`config.mk`:
```
export PLATFORM = sky130hd
export DESIGN_NAME = audio_avg_filter
export DESIGN_NICKNAME = d
export VERILOG_FILES = /design/src/rtl/audio_avg_filter.sv
export SDC_FILE = /design/constraint.sdc
export NUM_CORES = 1
export LEC_CHECK = 0
export ABC_AREA = 0
export BUFFER_PORTS_ARGS = -buffer_cell sky130_fd_sc_hd__buf_2
export CORE_ASPECT_RATIO = 0.5
export CORE_MARGIN = 3
export CORE_UTILIZATION = 58
export CTS_BUF_LIST = sky130_fd_sc_hd__clkbuf_4
export DETAILED_ROUTE_END_ITERATION = 10
export GPL_ROUTABILITY_DRIVEN = 1
export PLACE_DENSITY = 0.8
export SLEW_MARGIN = 20
export SYNTH_ARGS = -nofsm -noshare
export SYNTH_HDL_FRONTEND = slang
export SYNTH_SLANG_ARGS = --single-unit
```
`constraint.sdc`:
```
create_clock -name clk -period 4.9 [get_ports clk]
set_clock_uncertainty 0.1 [all_clocks]
set_input_delay 0.98 -clock clk [delete_from_list [all_inputs] [get_ports clk]]
set_output_delay 0.98 -clock clk [all_outputs]
set_load 0.01 [all_outputs]
```
`src/rtl/audio_avg_filter.sv`:
```
// ---------------------------------------------------------------------------
// audio_avg_filter
//
// Moving-average noise filter for one audio channel. It keeps the last
// 2^LOG2_DEPTH signed samples in a circular buffer together with a running
// sum. For every accepted input it emits the floor average of the window.
// Samples that have not arrived yet count as zero, so during the initial
// fill the output is sum / N and not sum / cnt.
//
// Parameters:
//   DATA_W     sample width, two's complement
//   LOG2_DEPTH log2 of the window length N (legal range 1..8)
//
// Ports:
//   clk        system clock
//   reset      synchronous, active-high reset
//   in_valid   upstream sample present
//   in_data    signed input sample
//   in_ready   block accepts a sample this cycle (combinational)
//   out_valid  filtered sample present
//   out_data   signed filtered sample
//   out_ready  downstream accepts the sample
//   bypass     (only with AUDIO_AVG_BYPASS_EN) pass in_data straight to
//              out_data; the window still updates
//
// Optional feature macro: AUDIO_AVG_BYPASS_EN
// ---------------------------------------------------------------------------
module audio_avg_filter #(
  parameter int unsigned DATA_W     = 24,
  parameter int unsigned LOG2_DEPTH = 3
) (
  input  logic              clk,
  input  logic              reset,
  input  logic              in_valid,
  input  logic [DATA_W-1:0] in_data,
  output logic              in_ready,
  output logic              out_valid,
  output logic [DATA_W-1:0] out_data,
  input  logic              out_ready
`ifdef AUDIO_AVG_BYPASS_EN
  ,
  input  logic              bypass
`endif
);

  localparam int unsigned Depth = 1 << LOG2_DEPTH;
  localparam int unsigned AccW  = DATA_W + LOG2_DEPTH;

  localparam logic [LOG2_DEPTH:0]   CntFull = Depth[LOG2_DEPTH:0];
  localparam logic [LOG2_DEPTH:0]   CntOne  = 1;
  localparam logic [LOG2_DEPTH-1:0] WpOne   = 1;

  // Sample window; contents are masked by cnt_q after reset, so no reset.
  logic [DATA_W-1:0]     sample_mem_q [Depth];

  logic [AccW-1:0]       acc_q, acc_d;
  logic [LOG2_DEPTH-1:0] wp_q, wp_d;
  logic [LOG2_DEPTH:0]   cnt_q, cnt_d;
  logic                  out_valid_q, out_valid_d;
  logic [DATA_W-1:0]     out_data_q, out_data_d;

  logic                  accept;
  logic                  full;
  logic [DATA_W-1:0]     old_sample;
  logic [AccW-1:0]       new_ext;
  logic [AccW-1:0]       old_ext;
  logic [DATA_W-1:0]     avg;
  logic                  use_bypass;

`ifdef AUDIO_AVG_BYPASS_EN
  assign use_bypass = bypass;
`else
  assign use_bypass = 1'b0;
`endif

  // A stalled output blocks new input so the held result is never lost.
  assign in_ready  = !out_valid_q || out_ready;
  assign accept    = in_valid && in_ready;
  assign out_valid = out_valid_q;
  assign out_data  = out_data_q;

  always_comb begin
    full       = (cnt_q == CntFull);
    // Before the window is full the slot being overwritten holds nothing
    // that is part of the sum.
    old_sample = full ? sample_mem_q[wp_q] : '0;
    new_ext    = {{LOG2_DEPTH{in_data[DATA_W-1]}}, in_data};
    old_ext    = {{LOG2_DEPTH{old_sample[DATA_W-1]}}, old_sample};

    acc_d       = acc_q;
    wp_d        = wp_q;
    cnt_d       = cnt_q;
    out_valid_d = out_valid_q;
    out_data_d  = out_data_q;

    // Arithmetic shift then truncation to DATA_W is just the upper slice.
    avg = (acc_q + new_ext - old_ext) >> LOG2_DEPTH;

    if (accept) begin
      acc_d       = acc_q + new_ext - old_ext;
      wp_d        = wp_q + WpOne;
      cnt_d       = full ? cnt_q : cnt_q + CntOne;
      out_valid_d = 1'b1;
      out_data_d  = use_bypass ? in_data : acc_d[AccW-1:LOG2_DEPTH];
    end else if (out_valid_q && out_ready) begin
      out_valid_d = 1'b0;
    end
  end

  always_ff @(posedge clk) begin
    if (reset) begin
      acc_q       <= '0;
      wp_q        <= '0;
      cnt_q       <= '0;
      out_valid_q <= 1'b0;
      out_data_q  <= '0;
    end else begin
      acc_q       <= acc_d;
      wp_q        <= wp_d;
      cnt_q       <= cnt_d;
      out_valid_q <= out_valid_d;
      out_data_q  <= out_data_d;
    end
  end

  always_ff @(posedge clk) begin
    if (accept && !reset) begin
      sample_mem_q[wp_q] <= in_data;
    end
  end

  // avg is only a convenience view of the shifted sum; keep it referenced.
  logic avg_unused;
  assign avg_unused = ^avg;

endmodule

```
Word level (Yosys, flattened, before mapping)
Memories as Yosys holds them, arrays and structs flattened. A register that Yosys moved wholly into a read port is not among the register bits. Index checks and enable logic that the tools add are counted.

Register bits: 59. Bits in writable memories: 192. Output and inout bits: 26. Logic and storage cells: 27. Memories: 1.

Add/subtract/negate cells: 4. Equal/unequal tests: 1. Mux-type cells: 7. Bitwise gates (word level): 1. Reduce and logical (&&, ||, !) cells: 8.

Memories: sample_mem_q (words 8, width 24, rd ports 1, clocked after Yosys merged registers in 1, wr ports 1, line 54) `logic [DATA_W-1:0] sample_mem_q [Depth];`.

Operator list (number): $add 27x27->27 (1); $sub 27x27->27 (1); $mux 24 (1); $mux 3 (2); $add 4x1->4 const B (1); $eq 4x4->1 const B (1); $mux 1 (4); $add 3x1->3 const B (1); $logic_and 1x1->1 (3); $logic_not 1->1 (2); $reduce_and 2->1 (1); $reduce_bool 2->1 (1); $logic_or 1x1->1 (1); $not 1->1 (1).

Logic depth before layout (Yosys ltp)
Word-level depth: 6. Depth in mapped cells: 16.

Worst setup path after synthesis
Ideal clock, no wire load.

Path type: in2reg. Start: input out_ready. End: memory sample_mem_q[0][0], enable pin. Arrival: 4.166 ns. Data required time: 4.334 ns. Path slack: 0.168 ns. Stages on the path: 6. Path buffers: 2. Path through: nand2b_1 and2_1 clkbuf_1 nand2b_1 clkbuf_1 nor4_1.

Word-level cells in the longest chain between the ends: 5.

Ends and longest elaborated chain: start: declaration (line 39) `input logic out_ready`; $logic_or 1x1->1 (line 77) `assign in_ready = !out_valid_q || out_ready;`; $logic_and 1x1->1 (line 78) `assign accept = in_valid && in_ready;`; $logic_and 1x1->1 (line 127) `if (accept && !reset) begin`; $mux 1 (line 127); $mux 1 (not written as such) (line 128) `sample_mem_q[wp_q] <= in_data;`; end: declaration (line 54).

No other way between the ends.

==> impl_metrics.csv <==
group,metric,value,unit
power_and_ir_drop,combPwrFrac,35.0,%
sta,hold_viol_final,0,
logic_synthesis,syn_avg_cell_area,13.60,um^2
sta,rsz0062_at_grt,"false",
clock_tree,cts_hold_buffers,0,
power_and_ir_drop,ir_drop,0.1836,mV
clock_tree,clockRootBuffer,"clkbuf_4",
drt,dr_total_vias,6938,
critical_path,cp.arrival,4.82,ns
drt,via_per_inst,5.825,
logic_synthesis,yosysSeqAreaShare,58.24,%
floorplanning,die_y,104.3,um
clock_tree,cts_tree,"built",
sta,max_freq,0.2253,GHz
power_and_ir_drop,p_leak,4.531,nW
min_path,hold_path_class,"reg2reg",
critical_path,cp_data_required_time,5.28,ns
sta,slew_headroom,51.89,%
clock_tree,cts.sinks,230,
critical_path,crit_path_end_kind,"register",
critical_path,start_kind,"register",
logic_synthesis,synth_edf_count,192,
layout,multi_input_area,4011,um^2
logic_synthesis,yosys_warnings,0,
floorplanning,die_area,21130,um^2
clock_tree,clock_latency,0.63,ns
status,status,"finished clean",
clock_tree,cts_htree_levels,2,
clock_tree,cts_buffers,50,
layout,seq_area,6531,um^2
logic_synthesis,synth_top_area_share,51.45,%
drt,wl,24.39,mm
sta,setup-tns-final,0,ns
global_route,grt_use_total,23.82,%
global_route,antenna_found_initial,2,
global_route,grt_pass1_wl,38.83,mm
sta,worst_pin_slew,0.7207,ns
drt,wl_per_cell,20.48,um
floorplanning,coreArea,18660,um^2
critical_path,path_max_fanout,28,
floorplanning,row_count,35,
critical_path,critPathKind,"reg2reg",
sta,fin_crit_sh,90.59,%
logic_synthesis,yosysMostFrequentCell,"edfxtp_1",
clock_tree,clockBufferDepth,3,
logic_synthesis,synth_area,11210,um^2
placed_design,placedCellCount,1101,
layout,postLayoutCoreUtil,66.06,%
layout,num-fill-cells,1337,
layout,drive_above_1_share,23.07,%
floorplanning,die_x,202.6,um
drt,dr.pass1.iters,6,
logic_synthesis,ys_top_cells_by_count,"192 x edfxtp_1, 104 x inv_1, 53 x nand2_1, 48 x mux4_2, 44 x nor2_1",
layout,finalNonFillerCells,1191,
sta,drv_slew,0,
placed_design,portBuffers,53,
power_and_ir_drop,p_int,3.720,mW
floorplanning,io-pin-count,54,
layout,fin_nets,979,
placed_design,hpwl,16.69,mm
power_and_ir_drop,pwr_density_cell,461.2,nW/um^2
logic_synthesis,ys.flop_type,"edfxtp_1",
global_route,grt_pass1_vias,6973,
power_and_ir_drop,switchingPower,1.964,mW
layout,antennaDiodeCount,0,
drt,final_antenna_net_count,0,
layout,syn_to_final_growth,9.982,%
flow_run,drv_cap,0,
logic_synthesis,yosysTopAreaCell,"edfxtp_1",
power_and_ir_drop,sequentialPowerShare,40.7,%
sta,min_period,4.439,ns
logic_synthesis,ys_ff_latch,230,
power_and_ir_drop,p_clk_share,24.3,%
placed_design,routabilityCongestion,0.8986,
sta,setup_violations,0,
floorplanning,start_util,60.07,%
drt,drt_iter0_drc,574,
global_route,grt_max_degree,35,
global_route,grt_overflow,0,
logic_synthesis,syn_nets,909,
power_and_ir_drop,swShare,34.55,%
clock_tree,clk_pin_slew_worst_paths,0.07,ns
logic_synthesis,async_flop_share,0,%
logic_synthesis,synth.distinct_cells,59,
power_and_ir_drop,p_total,5.684,mW
logic_synthesis,synth_cells,824,
drt,drcViolationCount,0,
logic_synthesis,yosys-top-cells-area,"edfxtp_1 51%, mux4_2 9.6%, dfxtp_1 6.8%",
-- critical path, stage by stage, from the launching register on --
cell,delay [ns]
dfxtp_4,0.55
buf_12,0.29
mux4_2,0.53
mux2i_1,0.41
nor2_1,0.11
fa_1,0.49
inv_1,0.04
ha_1,0.40
nand4_1,0.19
or3_1,0.35
o32ai_1,0.18
a21oi_1,0.13
a41oi_1,0.27
xnor2_1,0.15
o21ai_1,0.07
-- layer usage --
| layer | vias up | share of wire, % | GRT usage (%) |
|---|---|---|---|
| li1 | 3149 | - | - |
| met1 | 3460 | 46 | 35.60 |
| met2 | 296 | 44 | 34.53 |
| met3 | 29 | 9.3 | 7.284 |
| met4 | 4 | 1.0 | 5.877 |
| met5 | - | 0.11 | 0 |
-- cell usage in the layout, fill, tap and decap left out, types with 3 or more instances in the layout --
master,synthesis,routed
a211oi_1,7,7
a21o_1,10,10
a21oi_1,43,42
a31oi_1,4,4
and2_1,3,3
buf_2,9,53
buf_4,24,20
clkbuf_4,0,69
clkinv_1,0,16
dfxtp_1,38,36
edfxtp_1,192,192
fa_1,26,26
ha_1,31,31
inv_1,104,104
mux2i_1,24,24
mux4_2,48,48
nand2_1,53,53
nand2b_1,9,9
nand3_1,10,10
nand4_1,9,9
nor2_1,44,41
nor2_2,0,3
nor2b_1,3,3
nor3_1,11,7
nor3_2,0,4
o21a_1,3,3
o21ai_0,15,15
o21ai_1,7,7
o311ai_1,3,3
o31ai_1,4,4
or3_1,4,4
xnor2_1,20,20
xor2_1,6,6
-- state kept, by name (all words and copies together), names as in the netlist, named ones only --
register	cells
sample_mem_q	192
out_valid	1
cnt_q	4
wp_q	3
acc_q	27
-- final cells by class --
type,instances,share of cell area (%)
Clock buffer,69,4.203
Clock inverter,21,0.7614
Inverter,104,3.168
Multi-Input combinational cell,433,32.55
Sequential cell,230,52.99
Tap cell,259,2.629
Timing Repair Buffer,75,3.695
-- final timing paths --
kind	from	endpoint	slack [ns]	depth (start not counted)
min	acc_q[1]	acc_q[1]	0.36	2
min reg2reg	acc_q[1]	acc_q[1]	0.36	2
max	register	acc_q[23]	0.46	14
max reg2reg	register	acc_q[23]	0.46	14
-- repair_timing --
| action | CTS | global route |
|---|---|---|
| hold endpoints to repair | 0 | 0 |
| setup buffers | 0 | 0 |
| gates resized for setup | 0 | 1 |
| endpoints found under the setup margin | 0 | 2 |
-- logic make-up (layout without fill, tap and decap cells) --
logic type                 after synthesis  after routing  share of synthesized area [%]
buffers and inverters                  161            269                          6.297
adders and majority gates               57             57                          8.106
DFF                                    230            230                          58.24
muxes                                   72             72                          11.79
xor gates and xnor gates                26             26                          2.032
AOI/OAI and AO/OA                      120            120                          7.001
and+or+nand+nor                        158            158                          6.532
-- power by group through the flow --
stage               combinational, mW  sequential [mW]  clock (mW)
detailed placement               1.95             2.36           0
finish                           1.99             2.31        1.38
global placement                 1.92             2.35           0
floorplan                        1.61             2.32           0
CTS                              1.97             2.31        1.41
global route                     2.23             2.32        1.52
-- stage by stage --
step | area (um^2) | hold WS (ns) | setup WS [ns]
detailed placement | 11710 | 0.3479 | 0.3891
CTS | 12320 | 0.3556 | 0.3649
finish | 12320 | 0.3559 | 0.4609
floorplan | 11210 | 0.3363 | 0.1684
global placement | 11710 | 0.3433 | 0.5595
global route | 12320 | 0.3722 | 0.1460
(Power assumes the default switching activity.)
